File: src/rtl/sm4_pkg.sv
// Shared SM4 key-schedule definitions: FSM states, FK constants,
// S-box, the L' linear layer, T' and the arithmetic CK generator.
package sm4_pkg;

   typedef enum logic [1:0] {
      IDLE   = 2'd0,
      EXPAND = 2'd1,
      READY  = 2'd2
   } state_t;

   localparam logic [31:0] FK0 = 32'ha3b1bac6;
   localparam logic [31:0] FK1 = 32'h56aa3350;
   localparam logic [31:0] FK2 = 32'h677d9197;
   localparam logic [31:0] FK3 = 32'hb27022dc;

   // Entry 0 sits in the top byte, so entry a starts at bit {~a,3'b111}.
   localparam logic [2047:0] SBOX = {
      128'hd690e9fecce13db716b614c228fb2c05,
      128'h2b679a762abe04c3aa44132649860699,
      128'h9c4250f491ef987a33540b43edcfac62,
      128'he4b31ca9c908e89580df94fa758f3fa6,
      128'h4707a7fcf37317ba83593c19e6854fa8,
      128'h686b81b27164da8bf8eb0f4b70569d35,
      128'h1e240e5e6358d1a225227c3b01217887,
      128'hd40046579fd327524c3602e7a0c4c89e,
      128'heabf8ad240c738b5a3f7f2cef96115a1,
      128'he0ae5da49b341a55ad933230f58cb1e3,
      128'h1df6e22e8266ca60c02923ab0d534e6f,
      128'hd5db3745defd8e2f03ff6a726d6c5b51,
      128'h8d1baf92bbddbc7f11d95c411f105ad8,
      128'h0ac13188a5cd7bbd2d74d012b8e5b4b0,
      128'h8969974a0c96777e65b9f109c56ec684,
      128'h18f07dec3adc4d2079ee5f3ed7cb3948
   };

   function automatic logic [7:0] sbox(input logic [7:0] a);
      return SBOX[{~a, 3'b111} -: 8];
   endfunction

   function automatic logic [31:0] l_prime(input logic [31:0] b);
      return b ^ {b[18:0], b[31:19]} ^ {b[8:0], b[31:9]};
   endfunction

   function automatic logic [31:0] t_prime(input logic [31:0] x);
      return l_prime({sbox(x[31:24]), sbox(x[23:16]),
                      sbox(x[15:8]),  sbox(x[7:0])});
   endfunction

   function automatic logic [31:0] ck_word(input logic [4:0] i);
      logic [7:0]  b;
      logic [31:0] w;
      w = '0;
      for (int j = 0; j < 4; j++) begin
         b = ({3'b000, i} << 2) + 8'(j);
         b = b * 8'd7;
         w = {w[23:0], b};
      end
      return w;
   endfunction

endpackage

File: src/rtl/sm4_key_schedule_if.sv
// User-key valid/ready channel into the SM4 key-schedule engine.
interface sm4_key_schedule_if;
   logic         key_valid_in;
   logic         key_ready_out;
   logic [127:0] key_in;

   modport master (
      output key_valid_in,
      output key_in,
      input  key_ready_out
   );

   modport slave (
      input  key_valid_in,
      input  key_in,
      output key_ready_out
   );
endinterface

File: src/rtl/sm4_key_round.sv
// One combinational SM4 key-expansion round: derives rk_i from the
// 128-bit state and shifts it into the low word of the next state.
module sm4_key_round
   import sm4_pkg::*;
(
   input  logic [127:0] state,
   input  logic [4:0]   idx,
   output logic [127:0] state_nxt,
   output logic [31:0]  rk
);

   logic [31:0] k0, k1, k2, k3;

   assign {k0, k1, k2, k3} = state;
   assign rk        = k0 ^ t_prime(k1 ^ k2 ^ k3 ^ ck_word(idx));
   assign state_nxt = {k1, k2, k3, rk};

endmodule

File: src/rtl/sm4_key_schedule.sv
// SM4 key-schedule engine: unrolled round chain, 32-entry round-key
// file and a registered read port with encrypt/decrypt ordering.
module sm4_key_schedule
   import sm4_pkg::*;
#(
   parameter int ROUNDS_PER_CYCLE = 1
) (
   input  logic                clk,
   input  logic                rst_n,
   sm4_key_schedule_if.slave   key_if,
   input  logic [4:0]          rd_idx_in,
   input  logic                decrypt_in,
   output logic [31:0]         rk_out,
   output logic                busy_out,
   output logic                done_out,
   output logic                keys_valid_out
);

   localparam int R = ROUNDS_PER_CYCLE;

   state_t       fsm;
   logic [5:0]   cnt;
   logic [5:0]   cnt_nxt;
   logic [127:0] st;
   logic         hs;
   logic [127:0] chain [R+1];
   logic [31:0]  rks [R];
   logic [31:0]  rf [32];

   assign key_if.key_ready_out = ~busy_out;
   assign hs      = key_if.key_valid_in & ~busy_out;
   assign cnt_nxt = cnt + 6'(R);
   assign chain[0] = st;

   for (genvar g = 0; g < R; g++) begin : g_rnd
      sm4_key_round u_rnd (
         .state     (chain[g]),
         .idx       (cnt[4:0] + 5'(g)),
         .state_nxt (chain[g+1]),
         .rk        (rks[g])
      );
   end

   always_ff @(posedge clk or negedge rst_n) begin
      if (!rst_n) begin
         fsm            <= IDLE;
         cnt            <= '0;
         st             <= '0;
         busy_out       <= 1'b0;
         done_out       <= 1'b0;
         keys_valid_out <= 1'b0;
      end else begin
         done_out <= 1'b0;
         case (fsm)
            IDLE, READY: begin
               if (hs) begin
                  fsm            <= EXPAND;
                  busy_out       <= 1'b1;
                  keys_valid_out <= 1'b0;
                  cnt            <= '0;
                  st <= key_if.key_in ^ {FK0, FK1, FK2, FK3};
               end
            end
            EXPAND: begin
               st  <= chain[R];
               cnt <= cnt_nxt;
               if (cnt_nxt == 6'd32) begin
                  fsm            <= READY;
                  busy_out       <= 1'b0;
                  done_out       <= 1'b1;
                  keys_valid_out <= 1'b1;
               end
            end
            default: fsm <= IDLE;
         endcase
      end
   end

   // Key storage survives reset; only the valid flag says it is usable.
   always_ff @(posedge clk) begin
      if (fsm == EXPAND) begin
         for (int g = 0; g < R; g++)
            rf[cnt[4:0] + 5'(g)] <= rks[g];
      end
   end

   always_ff @(posedge clk or negedge rst_n) begin
      if (!rst_n)
         rk_out <= '0;
      else
         rk_out <= rf[decrypt_in ? ~rd_idx_in : rd_idx_in];
   end

endmodule
File: src/flat_wrapper.sv
// flat-port wrapper written by rule: the top's interface ports become plain ports
module sm4_key_schedule_flat import sm4_pkg::*;
#(
   parameter int ROUNDS_PER_CYCLE = 1
)
  (clk, rst_n, rd_idx_in, decrypt_in, rk_out, busy_out, done_out, keys_valid_out, key_if_key_valid_in, key_if_key_in, key_if_key_ready_out);
  sm4_key_schedule_if key_if_i ();
  input  logic clk;
  input  logic rst_n;
  input  logic [4:0] rd_idx_in;
  input  logic decrypt_in;
  output logic [31:0] rk_out;
  output logic busy_out;
  output logic done_out;
  output logic keys_valid_out;
  input wire logic [$bits(key_if_i.key_valid_in)-1:0] key_if_key_valid_in;
  input wire logic [$bits(key_if_i.key_in)-1:0] key_if_key_in;
  output wire logic [$bits(key_if_i.key_ready_out)-1:0] key_if_key_ready_out;
  assign key_if_i.key_valid_in = key_if_key_valid_in;
  assign key_if_i.key_in = key_if_key_in;
  assign key_if_key_ready_out = key_if_i.key_ready_out;
  sm4_key_schedule #(.ROUNDS_PER_CYCLE(ROUNDS_PER_CYCLE)) u_core (.clk(clk), .rst_n(rst_n), .key_if(key_if_i), .rd_idx_in(rd_idx_in), .decrypt_in(decrypt_in), .rk_out(rk_out), .busy_out(busy_out), .done_out(done_out), .keys_valid_out(keys_valid_out));
endmodule
File: config.mk
export PLATFORM = sky130hd
export DESIGN_NAME = sm4_key_schedule_flat
export DESIGN_NICKNAME = d
export VERILOG_FILES = /design/src/rtl/sm4_pkg.sv /design/src/rtl/sm4_key_schedule_if.sv /design/src/rtl/sm4_key_round.sv /design/src/rtl/sm4_key_schedule.sv /design/src/flat_wrapper.sv
export SDC_FILE = /design/constraint.sdc
export NUM_CORES = 2
export LEC_CHECK = 0
export BUFFER_PORTS_ARGS = -buffer_cell sky130_fd_sc_hd__buf_2
export CAP_MARGIN = 10
export CELL_PAD_IN_SITES_DETAIL_PLACEMENT = 0
export CELL_PAD_IN_SITES_GLOBAL_PLACEMENT = 1
export CORE_MARGIN = 5
export CORE_UTILIZATION = 45
export DETAILED_ROUTE_END_ITERATION = 6
export MAX_ROUTING_LAYER = met4
export PLACE_DENSITY = 0.69
export SKIP_CTS_REPAIR_TIMING = 1
export SYNTH_ARGS = -nofsm -noshare
export SYNTH_HDL_FRONTEND = slang
export SYNTH_HIERARCHICAL = 1
export SYNTH_SLANG_ARGS = --single-unit
export TNS_END_PERCENT = 100
File: constraint.sdc
create_clock -name clk -period 14.8 [get_ports clk]
set_input_delay 2.22 -clock clk [delete_from_list [all_inputs] [get_ports clk]]
set_output_delay 2.22 -clock clk [all_outputs]
set_load 0.01 [all_outputs]
## Word-level counts from Yosys, hierarchy flattened

Memories as Yosys holds them, arrays and structs flattened. A register that Yosys moved wholly into a read port is not among the register bits.
Index checks and enable logic that the tools add are counted.

| word-level totals | value |
|---|---|
| register bits after elaboration | 139 |
| bits in latches | 0 |
| bits in writable memories | 1,024 |
| bits in read-only memories | 0 |
| input port bits | 137 |
| output and inout bits | 36 |
| word-level logic and storage cells | 63 |
| memories | 1 |

Memories:

| name | depth | bits a word | read ports | clocked after memory_dff | write ports | RTL line | RTL |
|---|---|---|---|---|---|---|---|
| u_core.rf | 32 | 32 | 1 | 1 | 1 | sm4_key_schedule.sv:28 | `logic [31:0] rf [32];` |

| cells by class | value |
|---|---|
| $add $sub $neg | 4 |
| multipliers | 4 |
| divide/modulo/power cells | 0 |
| order comparisons | 0 |
| equal/unequal tests | 5 |
| shift-type cells | 4 |
| multiplexer cells | 18 |
| bitwise logic cells | 14 |
| reductions and logical operators | 7 |

Operators by type and width:

| kind | count |
|---|---|
| indexed part select 2055 x 12 -> 8 bit (first input constant) | 4 |
| one-hot mux 128 bit (2 select lines) | 1 |
| bitwise XOR 32 bit | 6 |
| 2-to-1 mux 128 bit | 1 |
| NOT 64 bit | 1 |
| NOT 8 bit | 4 |
| multiplier 8 x 3 -> 8 bit (second input constant) | 3 |
| adder 7 x 2 -> 8 bit (second input constant) | 2 |
| one-hot mux 6 bit (2 select lines) | 1 |
| adder 7 x 1 -> 8 bit (second input constant) | 1 |
| 2-to-1 mux 1 bit | 8 |
| adder 6 x 1 -> 6 bit (second input constant) | 1 |
| == test 6 bit (second input constant) | 1 |
| multiplier 5 x 3 -> 6 bit (second input constant) | 1 |
| 2-to-1 mux 6 bit | 1 |
| 2-to-1 mux 5 bit | 1 |
| NOT 5 bit | 1 |
| 2-to-1 mux 2 bit | 2 |
| != test 2 x 1 -> 1 bit (second input constant) | 2 |
| one-hot mux 1 bit (2 select lines) | 2 |
| one-hot mux 2 bit (2 select lines) | 1 |
| AND reduction 2 bit | 2 |
| AND reduction 3 bit | 1 |
| == test 2 x 1 -> 1 bit (second input constant) | 1 |
| 7 further kinds | 7 |

## Longest topological paths before layout

| logic depth | value |
|---|---|
| depth in word-level cells | 9 |
| gate-level depth with buffers | 22 |
| mapped depth without buffers | 17 |

## Modules after synthesis

The synthesis kept the hierarchy.

By module, submodules not included:

| module | instances | cells each | area an instance (µm²) | sequential area each (µm²) |
|---|---|---|---|---|
| sm4_key_schedule | 1 | 3,471 | 54,999.0 | 35,028.6 |
| sm4_key_round | 1 | 2,593 | 16,201.8 | 0.0 |

## Worst setup path before layout

Ideal clock, no wire load.

| timing | value |
|---|---|
| path type | flip-flop to flip-flop |
| from | register u_core.cnt[0] |
| to | register u_core.st[27] |
| setup time | 0.082 ns |
| arrival | 5.815 ns |
| data required time | 14.718 ns |
| setup slack | 8.903 ns |
| stages on the path, launching flop included | 21 |
| path buffers | 7 |
| period minus slack after synthesis | 5.897 ns |
| cells stage by stage | dfrtp_1 buf_4 inv_1 fa_1 buf_2 nand2b_1 fa_1 xor2_1 xor2_1 clkbuf_1 buf_2 clkbuf_1 clkbuf_1 o221ai_1 a32oi_2 xor2_1 xnor2_1 xnor2_1 buf_4 nor2_1 a31oi_1 |

RTL lines:

| what | RTL line | RTL |
|---|---|---|
| start, declared | sm4_key_schedule.sv:22 | `logic [5:0] cnt;` |
| start signal, assigned | sm4_key_schedule.sv:66 | `cnt <= cnt_nxt;` |
| end signal, assigned | sm4_key_schedule.sv:61 | `st <= key_if.key_in ^ {FK0, FK1, FK2, FK3};` |
| end signal, assigned | sm4_key_schedule.sv:65 | `st <= chain[R];` |
| end, declared | sm4_key_schedule.sv:24 | `logic [127:0] st;` |

==> out/qor.yml <==
status:
  status: "complete, no violations"
synth:
  synthFlopType: "edfxtp_1"
  async_reset_ff_share_pct: 14.31
  synth_seq_cells: 1195
  synth-compound-area-share_pct: 17.87
  synthAdderAreaFrac_pct: 1.009
  ys_types: 102
  synth-simple-area-share_pct: 7.639
  synth_top_family_by_area: "compound AO/OA/AOI/OAI gates"
  yosys_warnings: 6
  synth_xor_area_share_pct: 3.102
  avgSynthCellArea_um2: 11.74
  syn_nets: 6254
  synth_edf_count: 1024
  synthesis.area_mm2: 0.07120
  yosysSeqAreaShare_pct: 49.20
  syn_inst: 6064
  synthMuxAreaShare_pct: 15.65
critical_path:
  reg2reg_slack_ns: 7.77
  start_kind: "flip-flop"
  critPathSlowestCell: "xnor3_1"
  path_cells: "inv_1, fa_1, xor2_1, ha_1, xor2_1, xor2_4, buf_4, nor2_1, nor2_1, a31oi_1, o21ai_0, o311ai_0, nand2_1, o21ai_0, xnor3_1"
  r2r-end: "u_core/rf[18][28]"
  path_max_fanout: 53
  r2r_cells: 15
  crit_type: "flip-flop to flip-flop"
  cp.arrival_ns: 7.41
  max_stage_delay_ns: 1.26
  cp.required_ns: 15.18
  cp.buffers_inverters: 2
  cpLargestDelayFamily: "XOR/XNOR gates"
  endpoint_kind: "flip-flop"
  r2r_start: "u_core/cnt[0]"
pwr:
  leakage_nw: 26.86
  peakVddDrop_v: 0.0001008
  power_mw: 7.397
  p_per_area_mw_per_mm2: 95.11
global_route:
  grt_max_degree: 122
  antenna_found_initial: 6
  grt_remaining_overflow: 0
  first_global_vias: 54020
  grt_pass1_wl_mm: 378.4
  grt_usage_pct: 31.18
placed_design:
  dpl_cell_area_mm2: 0.07346
  dp_hpwl_mm: 161.8
  portBuffers: 172
  place_inst: 7817
  gp_congestion: 1.030
  pre_cts_ws_ns: 7.950
final_layout:
  nNetsFinal: 6070
  fillers: 14020
  drive_above_1_share_pct: 16.94
  fin_cells: 8064
  stdcell_area_mm2: 0.07777
  final_core_util_pct: 49.27
  area_growth_pct: 9.227
routing:
  drtIter0Drc: 8530
  avgRoutedWirePerCell_um: 32.42
  viasPerCell: 7.001
  drc_errors: 0
  ant_nets: 0
  vias: 56460
  drt-total-wl_mm: 261.4
  firstDrtPassIters: 7
die:
  dieArea_mm2: 0.1663
  die_x_um: 407.8
  pin_count: 173
  coreArea_mm2: 0.1578
  initial_utilization_pct: 45.11
  rows: 146
  die_h_um: 407.8
clock_network:
  clock_sinks: 1195
  cts-root-buf: "clkbuf_16"
  path_clk_slew_ns: 0.07
  insertion_delay_ns: 0.78
  numCtsBuffers: 133
  cts_max_path_buffers: 3
  cts_tree: "yes"
  htree_levels: 4
sta:
  finalClockSkew_ns: 0.05186
  finalSetupViolations: 0
  slew_violations: 0
  max_slew_margin_pct: 8.257
  min_period_ns: 7.025
  hold_viol_final: 0
  tns_ns: 0
  fin_ws_ns: 7.775
  worstMarginPinSlew_ns: 1.341
  hold_ws_ns: 0.4850
  finalCritPeriodShare_pct: 47.47
  max_freq_ghz: 0.1423
  rsz0062_at_grt: "no"
hold_path:
  hp-start: "u_core/keys_valid_out"
  hold_depth: 1
  hold_class: "flip-flop to flip-flop"
  min_to: "u_core/keys_valid_out"
run:
  cap_violations: 0
==> where the power goes <==
group	internal, mW	switching (mW)	leakage [nW]
clock network	1.80	1.41	2.07
registers	3.63	0.0108	11.2
logic	0.217	0.334	13.5
==> flip-flops by register name (all words and copies together), names as in the netlist <==
| signal | count |
|---|---|
| u_core/rk_out | 32 |
| u_core/fsm | 2 |
| u_core/done_out | 1 |
| u_core/keys_valid_out | 1 |
| u_core/rf | 1024 |
| u_core/cnt | 6 |
| u_core/busy_out | 1 |
| u_core/st | 128 |
==> layout make-up <==
type	count	area (um2)	area share, %
Antenna cell	5	12.51	0.01609
Clock buffer	172	3585	4.609
Clock inverter	70	718.2	0.9235
Inverter	34	130.1	0.1673
Multi-Input combinational cell	4135	33180	42.66
Sequential cell	1195	35030	45.04
Tap cell	2072	2592	3.334
Timing Repair Buffer	381	2526	3.248
==> cells by family after synthesis <==
group | count (synthesis)
mux | 789
xor+xnor | 216
fa+ha+maj | 54
simple gates | 1263
compound gates | 1813
flops | 1195
buf+inv | 734
==> worst max path at each step <==
stage,endpoint,slack (ns),depth (start not counted),start
floorplan,u_core/st[27],8.90,20,u_core/cnt[0]
global placement,u_core/rf[20][28],8.13,15,u_core/cnt[0]
detailed placement,u_core/rf[25][28],7.95,15,u_core/cnt[0]
CTS,u_core/rf[12][28],7.90,15,u_core/cnt[0]
global route,u_core/rf[25][28],7.43,15,u_core/cnt[0]
finish,u_core/rf[18][28],7.77,15,u_core/cnt[0]
==> per-layer routing <==
metal | track usage, % | wire, um
met1 | 42.73 | 106800
met3 | 6.392 | 27090
met5 | - | 0
met2 | 46.33 | 116300
met4 | 11.19 | 11190
==> cells in the mapped netlist, types with 103 or more instances <==
| cell type | count | area (um2) |
|---|---|---|
| dfrtp_1 | 171 | 4279 |
| xnor2_1 | 125 | 1095 |
| mux4_2 | 259 | 5833 |
| a221oi_1 | 160 | 1401 |
| mux2i_1 | 529 | 5295 |
| edfxtp_1 | 1024 | 30750 |
| clkbuf_1 | 311 | 1167 |
| nand3_1 | 103 | 515.5 |
| a21oi_1 | 278 | 1391 |
| buf_4 | 175 | 1314 |
| buf_2 | 146 | 730.7 |
| a22oi_1 | 197 | 1479 |
| o21ai_0 | 384 | 1922 |
| nand2_1 | 521 | 1956 |
| nor2_1 | 413 | 1550 |
| a31oi_1 | 143 | 894.6 |
==> layout by cell type (no fill, tap or decap), types with 20 or more instances in the layout <==
master / instances
edfxtp_1: 1024
o22ai_1: 35
a221o_1: 40
a22oi_1: 197
xnor2_1: 82
o221ai_1: 27
o311ai_0: 45
nand2b_1: 20
nor2_1: 375
dfrtp_1: 171
clkbuf_1: 28
xnor2_2: 47
a311oi_1: 46
a31oi_1: 143
nand2_1: 521
clkinv_2: 20
buf_4: 205
nor3_1: 75
a32o_1: 32
mux2i_1: 529
a21oi_1: 278
a221oi_2: 31
a2111oi_0: 36
buf_2: 167
a221oi_1: 160
clkinv_1: 30
ha_1: 47
mux4_2: 259
xor2_1: 50
a211oi_1: 55
o21ai_0: 384
o211ai_1: 58
nor2_4: 38
nand3_1: 102
a32oi_1: 21
inv_1: 24
o21ai_1: 47
clkbuf_16: 133
==> worst reg2reg max path, delay by kind of cell (launching register included) <==
kind                     cells  cell delay, ns
XOR/XNOR                     4            2.18
AO/OA/AOI/OAI                4            1.36
adder cells (fa/ha/maj)      2            1.08
flip-flops                   1            0.91
buffers and inverters        2            0.65
AND/OR/NAND/NOR              3            0.44
(Power assumes the default switching activity.)
